==> config.mk <==
export PLATFORM = sky130hd
export DESIGN_NAME = image_downscale
export DESIGN_NICKNAME = d
export VERILOG_FILES = /design/src/rtl/image_downscale.sv
export SDC_FILE = /design/constraint.sdc
export NUM_CORES = 1
export LEC_CHECK = 0
export CAP_MARGIN = 20
export CORE_MARGIN = 2
export CORE_UTILIZATION = 50
export DETAILED_ROUTE_END_ITERATION = 8
export GPL_TIMING_DRIVEN = 0
export PLACE_DENSITY = 0.73
export SLEW_MARGIN = 10
export SYNTH_ARGS = -nofsm -noshare
export SYNTH_HDL_FRONTEND = slang
export SYNTH_SLANG_ARGS = --single-unit
export TNS_END_PERCENT = 20
==> constraint.sdc <==
create_clock -name clk -period 6.75 [get_ports clk]
set_clock_uncertainty 0.15 [all_clocks]
set_input_delay 1.35 -clock clk [delete_from_list [all_inputs] [get_ports clk]]
set_output_delay 1.35 -clock clk [all_outputs]
set_load 0.005 [all_outputs]
==> src/rtl/image_downscale.sv <==
// Frame down-scaler: walks output pixels in raster order, reads each source block
// from a synchronous-read memory and writes either its top-left pixel or its box average.
module image_downscale #(
  parameter int BPP    = 3,
  parameter int WIDTH  = 30,
  parameter int HEIGHT = 30,
  parameter int FX     = 2,
  parameter int FY     = 2,
  parameter int ADDR_W = 10
) (
  input  logic                clk,
  input  logic                rst,
  input  logic                start,
  input  logic                mode,
  output logic                busy,
  output logic                done,
  output logic                rd_en,
  output logic [ADDR_W-1:0]   rd_addr,
  input  logic [8*BPP-1:0]    rd_data,
  output logic                wr_en,
  output logic [ADDR_W-1:0]   wr_addr,
  output logic [8*BPP-1:0]    wr_data
);

  localparam int OUT_W = (WIDTH + FX - 1) / FX;
  localparam int OUT_H = (HEIGHT + FY - 1) / FY;
  localparam int NB    = FX * FY;
  localparam int ACC_W = 8 + $clog2(NB + 1);
  localparam int OXW   = $clog2(OUT_W + 1);
  localparam int OYW   = $clog2(OUT_H + 1);
  localparam int BXW   = $clog2(FX + 1);
  localparam int BYW   = $clog2(FY + 1);

  typedef enum logic [2:0] {S_IDLE, S_READ, S_LAST, S_WRITE, S_FIN} state_t;

  state_t                       state_q, state_d;
  logic                         mode_q, mode_d;
  logic [OXW-1:0]               ox_q, ox_d;
  logic [OYW-1:0]               oy_q, oy_d;
  logic [BXW-1:0]               bx_q, bx_d;
  logic [BYW-1:0]               by_q, by_d;
  logic [BPP-1:0][ACC_W-1:0]    acc_q, acc_d;
  logic                         beat_v_q, beat_v_d;
  logic                         beat_first_q, beat_first_d;
  logic [ADDR_W-1:0]            wr_addr_q, wr_addr_d;
  logic [8*BPP-1:0]             wr_data_q, wr_data_d;

  logic [BPP-1:0][ACC_W-1:0]    sum;
  logic [8*BPP-1:0]             pix;
  logic                         last_read;
  int                           sx, sy;

  // Read handshake: a rd_en cycle presents rd_addr; rd_data for it is sampled
  // exactly one cycle later (beat_v_q marks that cycle). No backpressure either side.
  always_ff @(posedge clk) begin
    if (rst) begin
      state_q      <= S_IDLE;
      mode_q       <= 1'b0;
      ox_q         <= '0;
      oy_q         <= '0;
      bx_q         <= '0;
      by_q         <= '0;
      acc_q        <= '0;
      beat_v_q     <= 1'b0;
      beat_first_q <= 1'b0;
      wr_addr_q    <= '0;
      wr_data_q    <= '0;
    end else begin
      state_q      <= state_d;
      mode_q       <= mode_d;
      ox_q         <= ox_d;
      oy_q         <= oy_d;
      bx_q         <= bx_d;
      by_q         <= by_d;
      acc_q        <= acc_d;
      beat_v_q     <= beat_v_d;
      beat_first_q <= beat_first_d;
      wr_addr_q    <= wr_addr_d;
      wr_data_q    <= wr_data_d;
    end
  end

  // Clamping past the right/bottom edge replicates the border pixel for partial blocks.
  always_comb begin
    sx = int'(ox_q) * FX + int'(bx_q);
    sy = int'(oy_q) * FY + int'(by_q);
    if (sx > WIDTH - 1) sx = WIDTH - 1;
    if (sy > HEIGHT - 1) sy = HEIGHT - 1;
    rd_addr = ADDR_W'(sy * WIDTH + sx);
  end

  always_comb begin
    for (int k = 0; k < BPP; k++) begin
      sum[k] = (beat_first_q ? '0 : acc_q[k]) + ACC_W'(rd_data[8*k +: 8]);
      pix[8*k +: 8] = mode_q ? 8'(sum[k] / ACC_W'(NB)) : sum[k][7:0];
    end
  end

  always_comb begin
    state_d      = state_q;
    mode_d       = mode_q;
    ox_d         = ox_q;
    oy_d         = oy_q;
    bx_d         = bx_q;
    by_d         = by_q;
    acc_d        = acc_q;
    beat_v_d     = 1'b0;
    beat_first_d = 1'b0;
    wr_addr_d    = wr_addr_q;
    wr_data_d    = wr_data_q;
    last_read    = !mode_q || (bx_q == BXW'(FX - 1) && by_q == BYW'(FY - 1));

    if (beat_v_q) acc_d = sum;

    case (state_q)
      S_IDLE: begin
        if (start) begin
          mode_d  = mode;
          ox_d    = '0;
          oy_d    = '0;
          bx_d    = '0;
          by_d    = '0;
          state_d = S_READ;
        end
      end
      S_READ: begin
        beat_v_d     = 1'b1;
        beat_first_d = (bx_q == '0) && (by_q == '0);
        if (last_read) begin
          bx_d    = '0;
          by_d    = '0;
          state_d = S_LAST;
        end else if (bx_q == BXW'(FX - 1)) begin
          bx_d = '0;
          by_d = by_q + BYW'(1);
        end else begin
          bx_d = bx_q + BXW'(1);
        end
      end
      S_LAST: begin
        wr_data_d = pix;
        wr_addr_d = ADDR_W'(int'(oy_q) * OUT_W + int'(ox_q));
        state_d   = S_WRITE;
      end
      S_WRITE: begin
        if (ox_q == OXW'(OUT_W - 1)) begin
          ox_d = '0;
          if (oy_q == OYW'(OUT_H - 1)) begin
            state_d = S_FIN;
          end else begin
            oy_d    = oy_q + OYW'(1);
            state_d = S_READ;
          end
        end else begin
          ox_d    = ox_q + OXW'(1);
          state_d = S_READ;
        end
      end
      S_FIN:   state_d = S_IDLE;
      default: state_d = S_IDLE;
    endcase
  end

  assign busy    = (state_q != S_IDLE);
  assign done    = (state_q == S_FIN);
  assign rd_en   = (state_q == S_READ);
  assign wr_en   = (state_q == S_WRITE);
  assign wr_addr = wr_addr_q;
  assign wr_data = wr_data_q;

endmodule

* After elaboration in Yosys (flattened, before gate mapping) *
Cells that the tools add are included.
W data, S select, Z words.

word-level totals
  register bits = 85
  bits in latches = 0
  memory bits (writable) = 0
  ROM bits = 0
  output and inout bits = 48
  logic and storage cells = 86
  memories = 0

cells by class
  add/sub/neg operators = 11
  multiply operators = 2
  div/mod/pow operators = 0
  magnitude comparators = 2
  eq/ne operators = 13
  shift-type cells = 0
  multiplexer cells = 27
  bitwise logic cells = 1
  reductions and logical operators = 17

operator list
  kind                   count
  $add A11 B8 Y11        3
  $mux W11               3
  $mux W8                3
  $mux W4                4
  $pmux W4 S2            2
  $add A5 B2 Y6          2
  $gt A6 B5 Y1 const B   2
  $mux W3                4
  $mux W6                2
  $pmux W3 S4            1
  $add A10 B10 Y10       1
  $mux W2                5
  $add A8 B4 Y9          1
  $mul A6 B4 Y9 const B  1
  $add A4 B1 Y4 const B  2
  $eq A4 B4 Y1 const B   2
  $mul A4 B4 Y8 const B  1
  $pmux W2 S2            2
  $reduce_and A2 Y1      4
  $eq A3 B2 Y1 const B   2
  $add A2 B1 Y2 const B  2
  $eq A2 B1 Y1 const B   2
  $logic_not A2 Y1       2
  $ne A2 B1 Y1 const B   2
  15 further kinds       18

* Depth between registers and ports, before layout *
Gate-level depths: netlist of the first run.

  depth in word-level cells = 5
  gate-level depth with buffers = 18
  gate-level depth less buffers = 18

* Least setup slack after synthesis of the first run *
OpenSTA, ideal clock, no wires.

  path kind = flip-flop to output port
  start point = register oy_q[0]
  end point = output rd_addr[9]
  data arrival time = 3.686 ns
  setup slack = 1.564 ns
  stages on the path, launching flop included = 18
  buffers on the path = 0
  cell sequence = dfxtp_1 -> ha_1 -> ha_1 -> xor2_1 -> nand3_1 -> o21a_1 -> nand2_1 -> ha_1 -> fa_1 -> inv_1 -> fa_1 -> inv_1 -> ha_1 -> o21ai_0 -> nand2b_1 -> and2_1 -> o2111ai_1 -> xnor2_1

on the way
  cells in the longest elaborated chain, start to end = 5

RTL lines
  element                 line  source
  start, declared         39    logic [OYW-1:0] oy_q, oy_d;
  start signal, assigned  72    oy_q <= oy_d;
  $add A5 B2 Y6 *         86    sy = int'(oy_q) * FY + int'(by_q);
  $gt A6 B5 Y1            88    if (sy > HEIGHT - 1) sy = HEIGHT - 1;
  $mux W6 *               88
  $mul A6 B4 Y9 *         89    rd_addr = ADDR_W'(sy * WIDTH + sx);
  $add A10 B10 Y10 *      89
  end, declared           18    output logic [ADDR_W-1:0] rd_addr,

Mark *: on every way between the ends. The rest lies on a longest branch, timed or not.

* Worst setup path after layout of the first run *
Same ends and word-level chain as after synthesis.

==> results of run 1 <==
## per-stage QoR
stage          hold slack [ns]  area [um^2]  std cells
4_1_cts                  0.313         7360        978
6_report                 0.315         7360        978
2_1_floorplan            0.289         6150        742
5_1_grt                  0.342         7360        978
3_5_place_dp             0.304         7070        962
3_3_place_gp             0.297         7070        962
## power breakdown
group | internal, uW | switching, uW
combinational | 212 | 269
sequential | 528 | 28.1
clock | 286 | 202
## registers in the layout (all words and copies together), names as in the netlist
name / flops
beat_first_q: 1
wr_data: 24
acc_q: 30
by_q: 2
ox_q: 4
wr_addr: 9
beat_v_q: 1
bx_q: 2
mode_q: 1
oy_q: 4
state_q: 3
## worst min-delay path: cells and delay by family, from the launching register on
kind             cells  cell delay (ns)
AND/OR/NAND/NOR      1             0.05
AO/OA/AOI/OAI        1             0.05
flip-flops           1             0.31
## cells in the mapped netlist (2+ instances only)
| cell type | instances |
|---|---|
| sky130_fd_sc_hd__a31oi_1 | 2 |
| sky130_fd_sc_hd__a41o_1 | 2 |
| sky130_fd_sc_hd__o21a_1 | 4 |
| sky130_fd_sc_hd__nand3_1 | 21 |
| sky130_fd_sc_hd__o21bai_1 | 4 |
| sky130_fd_sc_hd__clkinv_1 | 3 |
| sky130_fd_sc_hd__or3b_1 | 2 |
| sky130_fd_sc_hd__buf_1 | 6 |
| sky130_fd_sc_hd__inv_1 | 49 |
| sky130_fd_sc_hd__dfxtp_1 | 81 |
| sky130_fd_sc_hd__a311o_1 | 2 |
| sky130_fd_sc_hd__nand2b_1 | 14 |
| sky130_fd_sc_hd__o211a_1 | 2 |
| sky130_fd_sc_hd__or3_1 | 3 |
| sky130_fd_sc_hd__mux2i_1 | 28 |
| sky130_fd_sc_hd__and2_1 | 3 |
| sky130_fd_sc_hd__nand2_1 | 43 |
| sky130_fd_sc_hd__a21o_1 | 8 |
| sky130_fd_sc_hd__o21ai_1 | 8 |
| sky130_fd_sc_hd__a211oi_1 | 15 |
| sky130_fd_sc_hd__o2111ai_1 | 3 |
| sky130_fd_sc_hd__nor3_1 | 17 |
| sky130_fd_sc_hd__clkbuf_1 | 18 |
| sky130_fd_sc_hd__xor2_1 | 7 |
| sky130_fd_sc_hd__o41ai_1 | 2 |
| sky130_fd_sc_hd__nor2b_1 | 37 |
| sky130_fd_sc_hd__or2_2 | 3 |
| sky130_fd_sc_hd__ha_1 | 68 |
| sky130_fd_sc_hd__o211ai_1 | 2 |
| sky130_fd_sc_hd__and3_1 | 7 |
| sky130_fd_sc_hd__a22oi_1 | 3 |
| sky130_fd_sc_hd__xnor2_1 | 33 |
| sky130_fd_sc_hd__fa_1 | 16 |
| sky130_fd_sc_hd__o22ai_1 | 2 |
| sky130_fd_sc_hd__conb_1 | 2 |
| sky130_fd_sc_hd__nor4b_1 | 2 |
| sky130_fd_sc_hd__nor2_1 | 72 |
| sky130_fd_sc_hd__nor3b_1 | 3 |
| sky130_fd_sc_hd__o21ai_0 | 37 |
| sky130_fd_sc_hd__a21oi_1 | 70 |
| sky130_fd_sc_hd__nand3b_1 | 5 |
| sky130_fd_sc_hd__buf_4 | 2 |
| sky130_fd_sc_hd__buf_2 | 2 |
| sky130_fd_sc_hd__nor3b_2 | 2 |
## layout make-up
type                    instances  area [um^2]  share of cell area
clock buffers                  11          233              0.0316
multi-input cells             577         4190               0.569
repair buffers                 73          731              0.0992
well taps                     147          184              0.0250
inverters                      53          199              0.0270
plain buffers                  31          150              0.0204
flip-flops and latches         81         1620               0.221
clock inverters                 5         56.3             0.00765
## routing by layer
metal  GRT usage  part of all wire  vias up
li1            -                 -     2734
met1       0.318              0.43     2624
met2       0.459              0.49      184
met3      0.0580             0.058       32
met4      0.0892             0.022        0
met5           0                 0        -
## cell families after synthesis
family,count (synthesis)
other,2
AND/OR/NAND/NOR,247
adder cells (fa/ha/maj),84
multiplexers,28
XOR/XNOR,40
AO/OA/AOI/OAI,174
flip-flops,81
buffers and inverters,84
## how the worst min path moves through the flow
stage | start | end | slack, ns
detailed placement | wr_addr[0] | wr_addr[0] | 0.30
CTS | wr_addr[0] | wr_addr[0] | 0.31
global placement | wr_addr[2] | wr_addr[2] | 0.30
finish | wr_addr[0] | wr_addr[0] | 0.31
global route | wr_addr[5] | wr_addr[5] | 0.34
floorplan | ox_q[3] | ox_q[3] | 0.29
## what timing repair did
item                                    in CTS  in global routing
buffers inserted                             0                  0
hold buffers                                 0                  0
gates resized for setup                      0                  3
endpoints found under the setup margin       0                  3
==> impl_summary.md, run 1 <==
Run status
The flow ran to the end, and the final reports show no timing, DRC or antenna violations.

Floorplan
After floorplanning, the core was sized to cover 0.0120 mm^2. The initialized floorplan defines 40 standard-cell rows. The starting density of the core is 0.512.

The die covers 0.0132 mm^2. The die is 115 um wide. The die is 115 um tall. The count of pins on the block boundary is 76.

Critical path
The number of stages on the worst setup path is 17. The signal on the critical path passes through ha_1 > ha_1 > nand3_1 > o21a_1 > nand2_1 > ha_1 > fa_1 > inv_1 > fa_1 > inv_1 > ha_1 > o21ai_0 > nand2b_1 > and2_1 > o2111ai_2 > xnor2_1 > clkdlybuf4s50_1. The largest incremental delay on the critical path is 0.52 ns. Broken down by cell family, the worst path's largest delay share belongs to adder cells. The largest individual stage delay along the critical path comes from the cell sky130_fd_sc_hd__fa_1. The critical path ends at rd_addr[9]. By instance count, the cell type seen most on the critical path is sky130_fd_sc_hd__ha_1. The critical path in this run is classified as flip-flop to output port. The setup check on the worst reg-to-reg path leaves a slack of 3.10 ns. The startpoint of the worst register-to-register path is oy_q[1]. The critical path data required time is 5.25 ns. STA classifies the critical path endpoint as an output port. The most critical setup path has its startpoint at oy_q[0]. The reg-to-reg endpoint is wr_addr[7]. Along the worst path, the maximum fanout reaches 8. The buffering stage count on the worst path with inverters included is 3.

The number of cells on the worst reg-to-reg path is 12. STA puts the critical path data arrival time at 4.91 ns. The sort of element at the start of the critical path is a flip-flop.

Drt
The DRC violation total after the first TritonRoute iteration is 392. The detailed-route DRC error count is 0. In this run the remaining antenna-violating nets after routing total 0. The detailed-route wire length is 16600 um. Summing over every cut layer, the via total after detailed routing is 5574. Using the TritonRoute via totals, the vias-per-cell ratio works out to 5.70. The iteration count of the initial detailed-routing pass is 5.

Dividing the detail-routed wire length by the instance count gives 17.0 um.

Finish
The share of layout cells above drive strength 1 is 0.0469. The final cell utilization of the core is 0.613. In the final design database the tool counted 938 nets. The growth of design area from synthesis to finish is 19.9%. 0 antenna diodes ended up in the layout. In the layout the commonest cells are sky130_fd_sc_hd__dfxtp_1, sky130_fd_sc_hd__clkdlybuf4s50_1, sky130_fd_sc_hd__nor2_1, sky130_fd_sc_hd__a21oi_1, sky130_fd_sc_hd__ha_1. The commonest non-fill, non-tap cell in the layout is sky130_fd_sc_hd__dfxtp_1. Counting the fill cells in the layout gives 1061.

Global route
The global routing usage summed across all routing layers is 0.262. The initial antenna violation count is 0. The first global-routing pass estimated 27200 um of wire. The number of global-route vias before repair is 5589. The pin count of the biggest net entering global routing is 14.

Global routing finished with a remaining overflow of 0.

Clock tree
TritonCTS created 9 clock buffers. The deepest clock path buffer count is 2. The cell sitting at the root of the clock tree is a sky130_fd_sc_hd__clkbuf_16. The CTS H-tree depth is 3. For the worst-skew pair, the clock arrives at the later sink with an insertion delay of 0.35 ns. The total number of clock tree sinks is 81. The register clock-pin slew on the reported worst setup and hold paths is 0.06 ns. The CTS tree is built.

Logic synthesis
The synthesized netlist contains 69 unique library cells. Synthesis inferred 81 register bits. By area, the combinational part of the netlist is dominated by simple AND/OR/NAND/NOR gates.

The fraction of registers with async set or reset after synthesis is 0. The number of standard cells after synthesis is 740. The simple-gate share of the synthesized area is 0.210.

The average footprint of a synthesized cell is 8.30 um^2. The yosys synthesis warning count is 0. The synthesized-area fraction occupied by ao, oa, aoi and oai cells is 0.175. Of the total synthesized cell area, the portion taken by full adders, half adders and majority gates is 0.191.

Measured against the total synthesized area, the mux share comes to 0.0456. For this run, the register share of the synthesized area comes to 0.264. The cell type with the largest total area after synthesis is sky130_fd_sc_hd__dfxtp_1.

The share of the synthesized area in the top cell type is 0.264. Of the total synthesized cell area, the portion taken by XOR and XNOR cells is 0.0570. Summing every instance area after synthesis gives 0.00614 mm^2. In the synthesized netlist the dominant register cell turns out to be sky130_fd_sc_hd__dfxtp_1. The number of synthesized flops with an enable pin is 0. By area the synthesized netlist is led by sky130_fd_sc_hd__dfxtp_1, sky130_fd_sc_hd__ha_1, sky130_fd_sc_hd__a21oi_1.

STA
The slew at the pin closest to its max-slew limit is 0.889 ns. Setup repair after global routing left no endpoint under its margin. Based on the critical path, the design can be clocked at up to 0.156 GHz. The worst path needs 6.41 ns of the cycle, external delays included. Measured against its own limit, the worst slew margin works out to 0.408.

Setup slack on the critical path of the routed design comes to 0.344 ns. The number of setup violations in the final report is 0. Setup total negative slack on the finished layout was measured at 0 ns.

The final count of hold timing violations is 0. The part of the cycle the worst path needs is 0.949. The number of slew-limit violations in the final report is 0.

Power and ir drop
The completed layout was analyzed and its total power is 1530 uW. The analysis attributes to cell leakage a power of 0.00323 uW. The total power divided by cell area is 207 mW/mm^2. The peak supply drop is 0.142 mV.

Placed design
At the placement stage, the worst setup path has a slack of 0.557 ns. The number of buffers inserted by port buffering is 73. The estimated wirelength of the detail-placed design is 12700 um. The congestion estimate from routability-driven global placement came to 0.904.

Hold path
In this run the worst hold path is classified as flip-flop to flip-flop. The cell depth of the worst hold path is 2.

Flow run
The number of max-cap violations is 0.
Power figures use the tool's default switching activity.
==> run 2, diff against run 1 <==
--- a/config.mk
+++ b/config.mk
@@ -8,6 +8,7 @@
 export CAP_MARGIN = 20
 export CORE_MARGIN = 2
 export CORE_UTILIZATION = 50
+export CTS_BUF_LIST = sky130_fd_sc_hd__clkbuf_8 sky130_fd_sc_hd__clkbuf_16
 export DETAILED_ROUTE_END_ITERATION = 8
 export GPL_TIMING_DRIVEN = 0
 export PLACE_DENSITY = 0.73
==> run 2 against run 1 <==
Against the previous run:
- largest cell class unchanged
- largest power group unchanged
- setup slack gained 0.0033 ns
- clock power shrank 0.8%
- via count grew 0.77%
- flip-flop and latch count is the same
- critical path type unchanged
- sequential power is essentially flat
- die area is the same
==> impl_summary.md, run 2 (synthesis gave the netlist of run 1 again) <==
Finish
The share of layout cells above drive strength 1 was 0.0469 (unchanged). The commonest non-fill, non-tap cell in the layout is sky130_fd_sc_hd__dfxtp_1 (unchanged). The net count reported at finish is 938 (unchanged). The growth of design area from synthesis to finish is 19.9% (unchanged). The largest register by flop count was acc_q (unchanged). The post-route non-filler standard cell count is 978 (unchanged).

The antenna diode instance count is 0 (unchanged). The number of flip-flops in the largest register is 30 (unchanged). The final non-filler cell area is 0.00736 mm^2 (unchanged). Most used cells in the layout excluding fill and tap cells: sky130_fd_sc_hd__dfxtp_1, sky130_fd_sc_hd__clkdlybuf4s50_1, sky130_fd_sc_hd__nor2_1, sky130_fd_sc_hd__a21oi_1, sky130_fd_sc_hd__ha_1 (unchanged).

Drt
The iteration count of the initial detailed-routing pass is 6 (was 5). The met3 wire length is 1040 um (was 955 um). The DRC violation total after the first TritonRoute iteration is 384 (was 392). The count of nets left with antenna violations after detail routing was 0 (unchanged). The sum of routed wire segments on met1 came to 7110 um (was 7190 um). The detailed-route DRC error count is 0 (unchanged). The highest routing layer actually used was met4 (unchanged). The average wire per cell in the routed design came to 17.0 um (about the same).

The met2 wirelength from detailed routing is 8100 um (was 8080 um). The routed via count divided by cell count is 5.74 (was 5.70). The detailed-route wire length is 16600 um (about the same). The vias after detailed routing is 5617 (was 5574).

Power and ir drop
The peak supply drop is 0.142 mV (about the same). The leakage power summed over all cells is 0.00323 uW (about the same). The total power divided by cell area is 207 mW/mm^2 (about the same).

Global route
The number of global-route vias before repair was 5591 (was 5589). The pin count of the biggest net entering global routing came to 14 (unchanged). The global routing usage summed across all routing layers is 0.262 (unchanged). The global-route wire length before repair is 27200 um (about the same). The remaining global-route overflow came to 0 (unchanged). The initial antenna violation count came to 0 (unchanged).

Critical path
The sort of element at the start of the critical path was a flip-flop (unchanged). The maximum fanout along the worst path was 8 (unchanged). The launch point of the worst path is oy_q[0] (unchanged).

The end of the critical path is rd_addr[9] (unchanged). The critical path class is flip-flop to output port (unchanged). The worst endpoint data arrival time is 4.90 ns (was 4.91 ns). Series of cell instances along the critical path: ha_1 > ha_1 > nand3_1 > o21a_1 > nand2_1 > ha_1 > fa_1 > inv_1 > fa_1 > inv_1 > ha_1 > o21ai_0 > nand2b_1 > and2_1 > o2111ai_2 > xnor2_1 > clkdlybuf4s50_1 (unchanged). The cell with the largest stage delay on the worst path is sky130_fd_sc_hd__fa_1 (unchanged). The slack of the worst reg-to-reg path is 3.10 ns (about the same). The number of cells on the worst reg-to-reg path was 12 (unchanged). The startpoint of the worst register-to-register path is oy_q[1] (unchanged).

The critical path data required time came to 5.25 ns (about the same). The reg-to-reg endpoint is wr_addr[7] (unchanged). The kind of capture point of the worst setup path is an output port (unchanged). The largest incremental delay on the critical path is 0.52 ns (about the same).

The library cell appearing most often on the critical path is sky130_fd_sc_hd__ha_1 (unchanged).

Floorplan
The starting density of the core came to 0.512 (unchanged). The core area is 0.0120 mm^2 (unchanged). The die width is 115 um (unchanged). The die footprint is 0.0132 mm^2 (unchanged).

The vertical die dimension is 115 um (unchanged). The count of pins on the block boundary was 76 (unchanged). The number of standard-cell rows in the floorplan was 40 (unchanged).

STA
The slew at the pin closest to its max-slew limit is 0.889 ns (about the same). The number of slew-limit violations in the final report was 0 (unchanged). The worst hold slack came to 0.315 ns (about the same).

The setup slack after layout is 0.348 ns (was 0.344 ns). The total negative setup slack is 0 ns (unchanged). The shortest clock period the worst path allows after layout is 6.40 ns (was 6.41 ns). Setup repair after global routing missed its margin: no (unchanged). The number of setup violations in the final report is 0 (unchanged). The part of the cycle the worst path needs is 0.948 (was 0.949). The maximum clock rate is 0.156 GHz (about the same). The final count of hold timing violations is 0 (unchanged). The relative max-transition margin is 0.407 (was 0.408).

Placed design
The last weighted congestion value of the routability-driven placer is 0.904 (unchanged). The number of buffers inserted by port buffering was 73 (unchanged). The post-placement cell area is 0.00707 mm^2 (unchanged). The pre-CTS setup slack is 0.557 ns (unchanged). The estimated wirelength of the detail-placed design was 12700 um (unchanged). The placed instance count is 962 (unchanged).

Run status
Run status: complete, no violations (unchanged).

Flow run
The number of max-cap violations came to 0 (unchanged).

Clock tree
The insertion delay to the later sink of the worst-skew pair is 0.35 ns (about the same). The total number of clock tree sinks was 81 (unchanged). The master cell of the clock root buffer is sky130_fd_sc_hd__clkbuf_16 (unchanged). The number of hold buffers added after CTS was 0 (unchanged). The CTS H-tree depth came to 3 (unchanged). The register clock-pin slew on the reported worst setup and hold paths is 0.06 ns (about the same). The CTS tree is built (unchanged). The number of CTS-inserted buffers is 9 (unchanged). The deepest clock path buffer count is 2 (unchanged).

Hold path
The path class of the lowest-slack min-delay path is flip-flop to flip-flop (unchanged).
run 2: worst max-delay path, delay by kind of cell, from the launching register on:
family | cells | cell delay (ns)
flip-flops | 1 | 0.37
buffers and inverters | 3 | 0.64
AND/OR/NAND/NOR | 4 | 0.57
adder cells (fa/ha/maj) | 6 | 2.27
XOR/XNOR | 1 | 0.16
AO/OA/AOI/OAI | 3 | 0.55
run 2: timing repair:
item                                    4_1_cts  5_1_grt
gates resized for setup                       0        3
endpoints found under the setup margin        0        3
buffers inserted                              0        0
run 2: routing by layer:
metal,global-route usage,up-vias
li1,-,2728
met1,0.318,2655
met2,0.459,202
met3,0.0580,32
met4,0.0892,0
met5,0,-
run 2: power breakdown:
group          total [uW]  switching [uW]  leakage (uW)  internal (uW)
clock network         485             202      0.000148            283
registers             557            28.4      0.000660            528
logic                 481             269       0.00243            212
run 2: cell type report:
class | count | area, um^2
fillers | 1061 | 4650
multi-input cells | 577 | 4190
flip-flops and latches | 81 | 1620
repair buffers | 73 | 731
clock buffers | 9 | 225
inverters | 53 | 199
well taps | 147 | 184
plain buffers | 31 | 150
clock inverters | 7 | 63.8
run 2: worst min path at each step:
stage | start | to | cells after the start
final | wr_addr[0] | wr_addr[0] | 2
after CTS | wr_addr[0] | wr_addr[0] | 2
after global placement | wr_addr[2] | wr_addr[2] | 2
after detailed placement | wr_addr[0] | wr_addr[0] | 2
after global routing | wr_addr[5] | wr_addr[5] | 2
after floorplan | ox_q[3] | ox_q[3] | 1
run 2: through the flow:
stage,util,total power [uW]
floorplan,-,852
global placement,0.588,1030
detailed placement,0.588,1040
CTS,0.612,1520
global route,0.613,1600
finish,0.613,1520
==> run 3, diff against run 2 <==
--- a/config.mk
+++ b/config.mk
@@ -6,7 +6,7 @@
 export NUM_CORES = 1
 export LEC_CHECK = 0
 export CAP_MARGIN = 20
-export CORE_MARGIN = 2
+export CORE_MARGIN = 5
 export CORE_UTILIZATION = 50
 export CTS_BUF_LIST = sky130_fd_sc_hd__clkbuf_8 sky130_fd_sc_hd__clkbuf_16
 export DETAILED_ROUTE_END_ITERATION = 8
==> run 3 against run 2 <==
Against the previous run:
- cell area fell by 0.14%
- clock power shrank 2%
- register-to-register slack improved by 0.09 ns
- sequential power about the same
- fmax is 0.48% lower
- flip-flop and latch count stayed put
- core utilization shrank 0.083 points
==> impl_summary.md, run 3 (synthesis gave the netlist of run 1 again) <==
Run status
Run status: complete, no violations (unchanged).

Clock tree
The register clock-pin slew on the reported worst setup and hold paths was 0.06 ns (about the same). The number of hold buffers added after CTS is 0 (unchanged). The master cell of the clock root buffer was sky130_fd_sc_hd__clkbuf_16 (unchanged). The deepest clock path buffer count is 2 (unchanged).

The CTS H-tree depth is 3 (unchanged). The insertion delay to the later sink of the worst-skew pair is 0.35 ns (about the same). The CTS tree is built (unchanged). The number of CTS-inserted buffers is 9 (unchanged). The post-cts resize count was 0 (unchanged).

The post-CTS setup repair buffer count came to 0 (unchanged). The total number of clock tree sinks is 81 (unchanged).

STA
The shortest clock period the worst path allows after layout is 6.43 ns (was 6.40 ns). The total negative setup slack was 0 ns (unchanged). The number of setup violations in the final report is 0 (unchanged). The maximum clock rate came to 0.155 GHz (was 0.156 GHz). Setup repair after global routing missed its margin: no (unchanged).

The final count of hold timing violations came to 0 (unchanged). The part of the cycle the worst path needs came to 0.953 (was 0.948). The relative max-transition margin is 0.403 (was 0.407). The slew at the pin closest to its max-slew limit is 0.896 ns (was 0.889 ns). The number of slew-limit violations in the final report is 0 (unchanged).

Drt
The DRC violation total after the first TritonRoute iteration is 305 (was 384). The met2 wirelength from detailed routing is 8080 um (was 8100 um). The iteration count of the initial detailed-routing pass is 5 (was 6). The detailed-route DRC error count is 0 (unchanged). The highest routing layer actually used is met4 (unchanged). The routed via count divided by cell count is 5.71 (was 5.74). The sum of routed wire segments on met1 is 7130 um (was 7110 um). The met3 wire length came to 940 um (was 1040 um). The vias after detailed routing is 5580 (was 5617).

The detailed-route wire length is 16600 um (about the same). The count of nets left with antenna violations after detail routing is 0 (unchanged). The average wire per cell in the routed design was 17.0 um (about the same).

Floorplan
The core area was 0.0120 mm^2 (unchanged). The die width is 121 um (was 115 um). The vertical die dimension is 121 um (was 115 um). The number of standard-cell rows in the floorplan is 40 (unchanged). The count of pins on the block boundary is 76 (unchanged). The die footprint is 0.0146 mm^2 (was 0.0132 mm^2). The starting density of the core is 0.512 (unchanged).

Hold path
The cell depth of the worst hold path is 2 (unchanged). The end of the worst hold path was wr_addr[0] (unchanged). The source of the worst hold timing path is wr_addr[0] (unchanged). The path class of the lowest-slack min-delay path is flip-flop to flip-flop (unchanged).

Power and ir drop
The leakage power summed over all cells is 0.00322 uW (was 0.00323 uW). The peak supply drop is 0.156 mV (was 0.142 mV). The total power divided by cell area was 206 mW/mm^2 (was 207 mW/mm^2).

Finish
The number of flip-flops in the largest register is 30 (unchanged). The commonest non-fill, non-tap cell in the layout is sky130_fd_sc_hd__dfxtp_1 (unchanged). Most used cells in the layout excluding fill and tap cells: sky130_fd_sc_hd__dfxtp_1, sky130_fd_sc_hd__clkdlybuf4s50_1, sky130_fd_sc_hd__nor2_1, sky130_fd_sc_hd__a21oi_1, sky130_fd_sc_hd__ha_1 (unchanged). The net count reported at finish was 938 (unchanged). The share of layout cells above drive strength 1 was 0.0481 (was 0.0469). The largest register by flop count is acc_q (unchanged). The growth of design area from synthesis to finish is 19.7% (was 19.9%). The final non-filler cell area is 0.00735 mm^2 (was 0.00736 mm^2). The final cell utilization of the core is 0.612 (was 0.613). The count of filler cells inserted in the layout was 1041 (was 1061).

The antenna diode instance count is 0 (unchanged).

Global route
The initial antenna violation count is 0 (unchanged). The global routing usage summed across all routing layers is 0.231 (was 0.262). The remaining global-route overflow is 0 (unchanged).

The global-route wire length before repair is 27000 um (was 27200 um). The pin count of the biggest net entering global routing is 17 (was 14). The number of global-route vias before repair came to 5687 (was 5591).

Flow run
The number of max-cap violations is 0 (unchanged).

Critical path
The largest incremental delay on the critical path is 0.52 ns (about the same). The slack of the worst reg-to-reg path is 3.19 ns (was 3.10 ns). The maximum fanout along the worst path is 8 (unchanged).

The cell with the largest stage delay on the worst path is sky130_fd_sc_hd__fa_1 (unchanged). The worst endpoint data arrival time was 4.93 ns (was 4.90 ns). The sort of element at the start of the critical path was a flip-flop (unchanged). The reg-to-reg endpoint is wr_addr[7] (unchanged). The library cell appearing most often on the critical path was sky130_fd_sc_hd__ha_1 (unchanged).

The critical path data required time is 5.25 ns (about the same). The startpoint of the worst register-to-register path is oy_q[1] (unchanged). The critical path class is flip-flop to output port (unchanged).

Series of cell instances along the critical path: ha_1 > ha_1 > nand3_1 > o21a_1 > nand2_1 > ha_1 > fa_1 > inv_1 > fa_1 > inv_1 > ha_1 > o21ai_0 > nand2b_1 > and2_1 > o2111ai_1 > xnor2_1 > clkdlybuf4s50_1 (was ha_1 > ha_1 > nand3_1 > o21a_1 > nand2_1 > ha_1 > fa_1 > inv_1 > fa_1 > inv_1 > ha_1 > o21ai_0 > nand2b_1 > and2_1 > o2111ai_2 > xnor2_1 > clkdlybuf4s50_1). The kind of capture point of the worst setup path is an output port (unchanged). The number of cells on the worst reg-to-reg path is 12 (unchanged).

Placed design
The number of buffers inserted by port buffering was 73 (unchanged). The post-placement cell area is 0.00707 mm^2 (unchanged). The last weighted congestion value of the routability-driven placer came to 0.872 (was 0.904). The estimated wirelength of the detail-placed design is 12900 um (was 12700 um).
-- run 3: cell count changes in the layout (fill, tap and decap cells not counted), sizes merged --
cell	before	now
clkinvlp	1	3
inv	52	54
clkinv	6	3
bufinv	1	0
-- run 3: worst max-delay path by stage --
| stage | endpoint | from | cells after the start |
|---|---|---|---|
| 3_3_place_gp | rd_addr[9] | oy_q[0] | 18 |
| 4_1_cts | rd_addr[9] | oy_q[0] | 18 |
| 3_5_place_dp | rd_addr[9] | oy_q[0] | 18 |
| 2_1_floorplan | rd_addr[9] | oy_q[0] | 17 |
| 5_1_grt | rd_addr[9] | oy_q[1] | 17 |
| 6_report | rd_addr[9] | oy_q[0] | 17 |
-- run 3: final cells by class --
class	count	area, um^2	share of cell area
multi-input combinational	577	4180	0.569
sequential	81	1620	0.221
timing repair buffer	73	731	0.0994
clock buffer	9	225	0.0306
inverter	53	199	0.0271
tap	147	184	0.0250
buffer	31	150	0.0204
clock inverter	7	60.1	0.00817
-- run 3: power by group --
part	switching, uW	internal (uW)
clock network	221	256
logic	268	212
registers	27.5	528
total	516	996
-- run 3: critical path, delay by kind of cell (launching register included) --
kind,cells,cell delay [ns]
XOR/XNOR,1,0.16
flip-flops,1,0.38
AND/OR/NAND/NOR,4,0.55
adder cells (fa/ha/maj),6,2.28
AO/OA/AOI/OAI,3,0.59
buffers and inverters,3,0.63
-- run 3: per-layer routing --
metal | global-route usage | up-vias
li1 | - | 2729
met1 | 0.276 | 2645
met2 | 0.404 | 166
met3 | 0.0527 | 40
met4 | 0.0843 | 0
met5 | 0 | -
-- run 3: stage by stage --
| step | setup WS [ns] | instances | hold WS (ns) | total power [uW] |
|---|---|---|---|---|
| 3_5_place_dp | 0.599 | 962 | 0.307 | 1040 |
| 4_1_cts | 0.208 | 978 | 0.316 | 1510 |
| 2_1_floorplan | 1.56 | 742 | 0.289 | 852 |
| 3_3_place_gp | 0.704 | 962 | 0.297 | 1030 |
| 6_report | 0.317 | 978 | 0.314 | 1510 |
| 5_1_grt | 0.0234 | 978 | 0.343 | 1590 |
